**src/rtl/gnn_frame_loader.sv**
```systemverilog
// gnn_frame_loader
//   Stream-side frame assembler for the 4-node 2-layer GNN compute top.
//   Collects 16 feature words followed by 24 weight words from a
//   valid/ready stream and presents them as stable parallel buses. It then
//   raises in_ready_o as a level and holds the frame until all eight
//   out-ready flags are set. After that it drops in_ready_o for GAP cycles,
//   so the next frame produces a fresh rising edge.
//   Optional feature macro: GNN_LOADER_TIMEOUT_EN. When it is defined, a
//   watchdog limits how long the loader waits in RUN.
module gnn_frame_loader #(
    parameter int DW      = 5,
    parameter int N_FEAT  = 16,
    parameter int N_WGT   = 24,
    parameter int GAP     = 2,
    parameter int TIMEOUT = 255
) (
    input  logic                    clk,
    input  logic                    rst_n,
    input  logic                    s_valid,
    input  logic [DW-1:0]           s_data,
    input  logic                    s_last,
    output logic                    s_ready,
    input  logic [7:0]              out_ready_i,
    output logic [N_FEAT*DW-1:0]    feat_o,
    output logic [N_WGT*DW-1:0]     wgt_o,
    output logic                    in_ready_o,
    output logic                    frame_err_o,
    output logic                    timeout_o,
    output logic [7:0]              frame_cnt_o
);

    localparam int N_WORDS = N_FEAT + N_WGT;
    localparam logic [5:0] LAST_IDX = 6'(N_WORDS - 1);
    localparam int GW = (GAP > 1) ? $clog2(GAP) : 1;
    localparam logic [GW-1:0] GAP_LAST = GW'(GAP - 1);

    typedef enum logic [1:0] {
        ST_LOAD,
        ST_ARM,
        ST_RUN,
        ST_DRAIN
    } state_t;

    state_t          state;
    logic [5:0]      word_cnt;
    logic [GW-1:0]   gap_cnt;

`ifdef GNN_LOADER_TIMEOUT_EN
    localparam logic [7:0] TMO_LAST = 8'(TIMEOUT - 1);
    logic [7:0]      tmo_cnt;
    logic            tmo_flag;

    assign timeout_o = tmo_flag;
`else
    logic            unused_timeout;

    assign unused_timeout = ^TIMEOUT;
    assign timeout_o      = 1'b0;
`endif

    // Frame FSM: beat capture, arm/hold handshake with the compute top, inter-frame gap
    always_ff @(posedge clk or negedge rst_n) begin
        if (!rst_n) begin
            state       <= ST_LOAD;
            word_cnt    <= '0;
            gap_cnt     <= '0;
            feat_o      <= '0;
            wgt_o       <= '0;
            s_ready     <= 1'b0;
            in_ready_o  <= 1'b0;
            frame_err_o <= 1'b0;
            frame_cnt_o <= '0;
`ifdef GNN_LOADER_TIMEOUT_EN
            tmo_cnt     <= '0;
            tmo_flag    <= 1'b0;
`endif
        end else begin
            frame_err_o <= 1'b0;
            case (state)
                ST_LOAD: begin
                    s_ready <= 1'b1;
                    if (s_valid && s_ready) begin
                        // Word index selects its bus slot. s_data is only looked at here.
                        for (int unsigned k = 0; k < N_FEAT; k++) begin
                            if (word_cnt == 6'(k)) begin
                                feat_o[k*DW +: DW] <= s_data;
                            end
                        end
                        for (int unsigned j = 0; j < N_WGT; j++) begin
                            if (word_cnt == 6'(N_FEAT + j)) begin
                                wgt_o[j*DW +: DW] <= s_data;
                            end
                        end
                        if (word_cnt == LAST_IDX) begin
                            word_cnt <= '0;
                            if (s_last) begin
                                state      <= ST_ARM;
                                s_ready    <= 1'b0;
                                in_ready_o <= 1'b1;
                            end else begin
                                frame_err_o <= 1'b1;
                            end
                        end else if (s_last) begin
                            word_cnt    <= '0;
                            frame_err_o <= 1'b1;
                        end else begin
                            word_cnt <= word_cnt + 6'd1;
                        end
                    end
                end

                ST_ARM: begin
                    // One cycle in which done is ignored, so the level is held for at least two cycles
                    state <= ST_RUN;
`ifdef GNN_LOADER_TIMEOUT_EN
                    tmo_cnt <= '0;
`endif
                end

                ST_RUN: begin
                    if (&out_ready_i) begin
                        state       <= ST_DRAIN;
                        in_ready_o  <= 1'b0;
                        gap_cnt     <= '0;
                        frame_cnt_o <= frame_cnt_o + 8'd1;
                    end
`ifdef GNN_LOADER_TIMEOUT_EN
                    else if (tmo_cnt == TMO_LAST) begin
                        state      <= ST_DRAIN;
                        in_ready_o <= 1'b0;
                        gap_cnt    <= '0;
                        tmo_flag   <= 1'b1;
                    end else begin
                        tmo_cnt <= tmo_cnt + 8'd1;
                    end
`endif
                end

                ST_DRAIN: begin
                    if (gap_cnt == GAP_LAST) begin
                        state   <= ST_LOAD;
                        s_ready <= 1'b1;
                    end else begin
                        gap_cnt <= gap_cnt + 1'b1;
                    end
                end

                default: begin
                    state <= ST_LOAD;
                end
            endcase
        end
    end

endmodule

```
**config.mk**
```make
export PLATFORM = sky130hd
export DESIGN_NAME = gnn_frame_loader
export DESIGN_NICKNAME = d
export VERILOG_FILES = /design/src/rtl/gnn_frame_loader.sv
export SDC_FILE = /design/constraint.sdc
export NUM_CORES = 1
export LEC_CHECK = 0
export CAP_MARGIN = 25
export CORE_ASPECT_RATIO = 1.5
export CORE_MARGIN = 4
export CORE_UTILIZATION = 35
export CTS_BUF_LIST = sky130_fd_sc_hd__clkbuf_4
export CTS_CLUSTER_SIZE = 28
export DETAILED_ROUTE_END_ITERATION = 10
export SLEW_MARGIN = 20
export SYNTH_ARGS = -nofsm -noshare
export SYNTH_HDL_FRONTEND = slang
export SYNTH_SLANG_ARGS = --single-unit
```
**constraint.sdc**
```tcl
create_clock -name clk -period 1.9 [get_ports clk]
set_input_delay 0.285 -clock clk [delete_from_list [all_inputs] [get_ports clk]]
set_output_delay 0.285 -clock clk [all_outputs]
set_load 0.005 [all_outputs]
```
==> results of run 1 <==
==> registers in the layout, indices dropped and copies added, names as in the netlist <==
name	count
frame_cnt_o	8
s_ready	1
state	2
feat_o	80
word_cnt	6
wgt_o	120
gap_cnt	1
in_ready_o	1
frame_err_o	1
==> cells in the final DEF (no fill, tap or decap), drive strengths merged, types with 13 or more instances in the layout <==
cell / n
dfrtp: 220
mux2: 203
dlymetal6s2s: 105
buf: 88
clkbuf: 72
dlygate4sd2: 69
clkdlybuf4s50: 47
nand3: 19
clkinv: 16
nand2: 15
nand4: 13
==> synth_stat cells (all sizes together) <==
master	instances	area share [%]
dfrtp	220	63
mux2	203	26
clkbuf	24	1.0
nand3	19	1.6
nand2	15	0.64
buf	13	0.77
nand4	13	1.1
nor2	11	0.53
and3	9	0.64
ha	8	1.1
nor3	8	0.74
xnor2	7	0.70
inv	6	0.26
o21ai	4	0.23
xor2	4	0.40
a21oi	3	0.17
nand2b	3	0.21
nor2b	2	0.14
a211oi	1	0.085
a2bb2oi	1	0.10
conb	1	0.043
mux2i	1	0.11
nand3b	1	0.085
nor4	1	0.14
o21a	1	0.085
o31a	1	0.10
o32a	1	0.11
o32ai	1	0.10
or2	1	0.071
or3	1	0.071
==> cell families (layout without fill, tap and decap cells) <==
family / Yosys count / in the layout
flip-flops: 220 / 220
multiplexers: 204 / 204
AND/OR/NAND/NOR: 84 / 84
buffers and inverters: 43 / 406
AO/OA/AOI/OAI: 13 / 13
XOR/XNOR: 11 / 11
adder cells (fa/ha/maj): 8 / 8
other: 1 / 2
==> routing by layer <==
layer  share of wire [%]  global-route usage (%)
met4                 2.7                    6.49
met3                 5.8                    5.08
met5                   0                       0
met2                  55                    34.1
met1                  36                    20.7
==> metrics by stage <==
step	hold slack, ns	instance area [um2]	utilization, %
final	0.114	13000	52.7
after global routing	0.0993	13000	52.7
after CTS	0.0622	12400	50.6
after detailed placement	0.275	11800	47.8
after global placement	0.269	11800	47.8
after floorplan	-0.0106	8830	-
==> worst paths after layout <==
path | start | end | slack (ns) | cells after the start
worst max-delay path | state[0]$_DFFE_PN0P_ | feat_o[77]$_DFFE_PN0P_ | 0.04 | 7
worst min-delay path | rst_n | wgt_o[75]$_DFFE_PN0P_ | 0.11 | 2
worst max register to register | state[0]$_DFFE_PN0P_ | feat_o[77]$_DFFE_PN0P_ | 0.04 | 7
worst min register to register | feat_o[6]$_DFFE_PN0P_ | feat_o[6]$_DFFE_PN0P_ | 0.49 | 1
max in group asynchronous | rst_n | wgt_o[50]$_DFFE_PN0P_ | 1.10 | 3
min in group clk | s_data[1] | wgt_o[26]$_DFFE_PN0P_ | 0.20 | 2
==> where the power goes <==
group / internal, mW / switching, mW / total (mW)
Sequential: 5.18 / 0.296 / 5.47
Clock: 1.72 / 1.79 / 3.52
Combinational: 1.07 / 0.876 / 1.95
==> repair_timing <==
action,in CTS,in global routing
setup endpoints to repair,109,207
pin swaps,3,7
resized for setup,76,135
endpoints found under the hold margin,220,0
setup buffers,18,18
hold buffers,1,0
==> layout make-up <==
cell class | instances | share of cell area [%]
diodes | 1 | 0.0193
clock buffers | 71 | 4.11
clock inverters | 18 | 0.531
inverters | 6 | 0.174
multi-input cells | 321 | 25.1
flip-flops and latches | 220 | 42.5
well taps | 324 | 3.13
repair buffers | 311 | 24.4
==> impl_metrics.tcl, run 1 <==
set metrics [dict create \
    status "complete, no violations" \
    routed_wirelength_mm 25.8 \
    layout_setup_ws_ns 0.0370 \
    core_area_um2 24600 \
    slew_violations 0 \
    drt_pass1_iterations 4 \
    synthMuxAreaShare_pct 26.1 \
    layout.nets 937 \
    htreeDepth 2 \
    synthAdderAreaFrac_pct 1.14 \
    ys_seq_area_share_pct 62.6 \
    seq_area_um2 5510 \
    synth_warnings 0 \
    setup_violations 0 \
    fmax_mhz 537 \
    maxSlewHeadroom_pct 30.8 \
    io_pins 229 \
    cp_cell_sequence "inv_2 > ha_4 > and3_4 > nand4_1 > nor3_4 > buf_6 > mux2_4" \
    ctsLongestPathBuffers 3 \
    worst_pin_slew_ns 1.04 \
    dp_hpwl_mm 17.8 \
    cpLargestDelayFamily "simple AND/OR/NAND/NOR gates" \
    dieArea_um2 27800 \
    post-route-min-period_ns 1.86 \
    worstSkewPairLatency_ns 0.67 \
    report.power.total_mw 10.9 \
    synth.avg_cell_area_um2 15.1 \
    synthXorXnorAreaFrac_pct 1.10 \
    final_antenna_net_count 0 \
    path_clk_slew_ns 0.07 \
    cts.sinks 220 \
    grt_max_degree 49 \
    synth_top_family_by_area "multiplexers" \
    grt_pass1_wl_mm 40.0 \
    crit_type "register to register" \
    grt_usage_pct 18.8 \
    cts_tree "yes" \
    gp_routability_congestion 0.754 \
    multiInputGateArea_um2 3260 \
    io_buffer_count 227 \
    ir_drop_v 0.000462 \
    finalCritPeriodShare_pct 98.1 \
    antenna_found_initial 1 \
    path_buf_inv 2 \
    p_per_area_nw_per_um2 844 \
    die_h_um 202 \
    syn-cell-area_um2 8790 \
    vias_per_cell 4.79 \
    hold_class "input port to asynchronous set/reset pin" \
    worstPathRequired_ns 2.44 \
    synth_simple_gate_area_share_pct 5.94 \
    detail_route.wl_per_cell_um 20.3 \
    critPathCaptureType "register" \
    rsz0062_at_grt "yes" \
    drv_cap 0 \
    rows 70 \
    path_max_fanout 5 \
    drive_gt1_share_pct 37.2 \
    fin_cells 1272 \
    setup_tns_ns 0 \
    vias 6096 \
    drt_iter0_drc 122 \
    synth_compound_gate_area_share_pct 0.982 \
    area_delta_synth_final_pct 47.5 \
    p_leak_nw 8.23 \
    synthCells 584 \
    post-place-ws_ns -0.251 \
    cp.arrival_ns 2.41 \
    finalHoldViolations 0 \
    fin_skew_ns 0.0261 \
    cpPeakStageDelay_ns 0.39 \
    n_fill_cell 2113 \
    grt_pass1_vias 6827 \
    start_util_pct 35.7 \
    clock-root-buffer "clkbuf_4" \
    die_x_um 137 \
    cts_inserted_buffers 52 \
    gr-total-overflow 0 \
    synthesis.nets 609 \
    slowest_stage "dfrtp_1" \
    place_inst 1145 \
    drc 0 \
    synth-seq-cells 220 \
    synth.distinct_cells 38 \
    startpoint_type "register" \
]
Power figures use the tool's default switching activity.
==> inputs of run 2 (changes only) <==
--- a/config.mk
+++ b/config.mk
@@ -12,7 +12,6 @@
 export CTS_BUF_LIST = sky130_fd_sc_hd__clkbuf_4
 export CTS_CLUSTER_SIZE = 28
 export DETAILED_ROUTE_END_ITERATION = 10
-export SLEW_MARGIN = 20
 export SYNTH_ARGS = -nofsm -noshare
 export SYNTH_HDL_FRONTEND = slang
 export SYNTH_SLANG_ARGS = --single-unit
==> results of run 2 <==
Same layout as run 1: the final DEF is identical, and so are final timing and power.
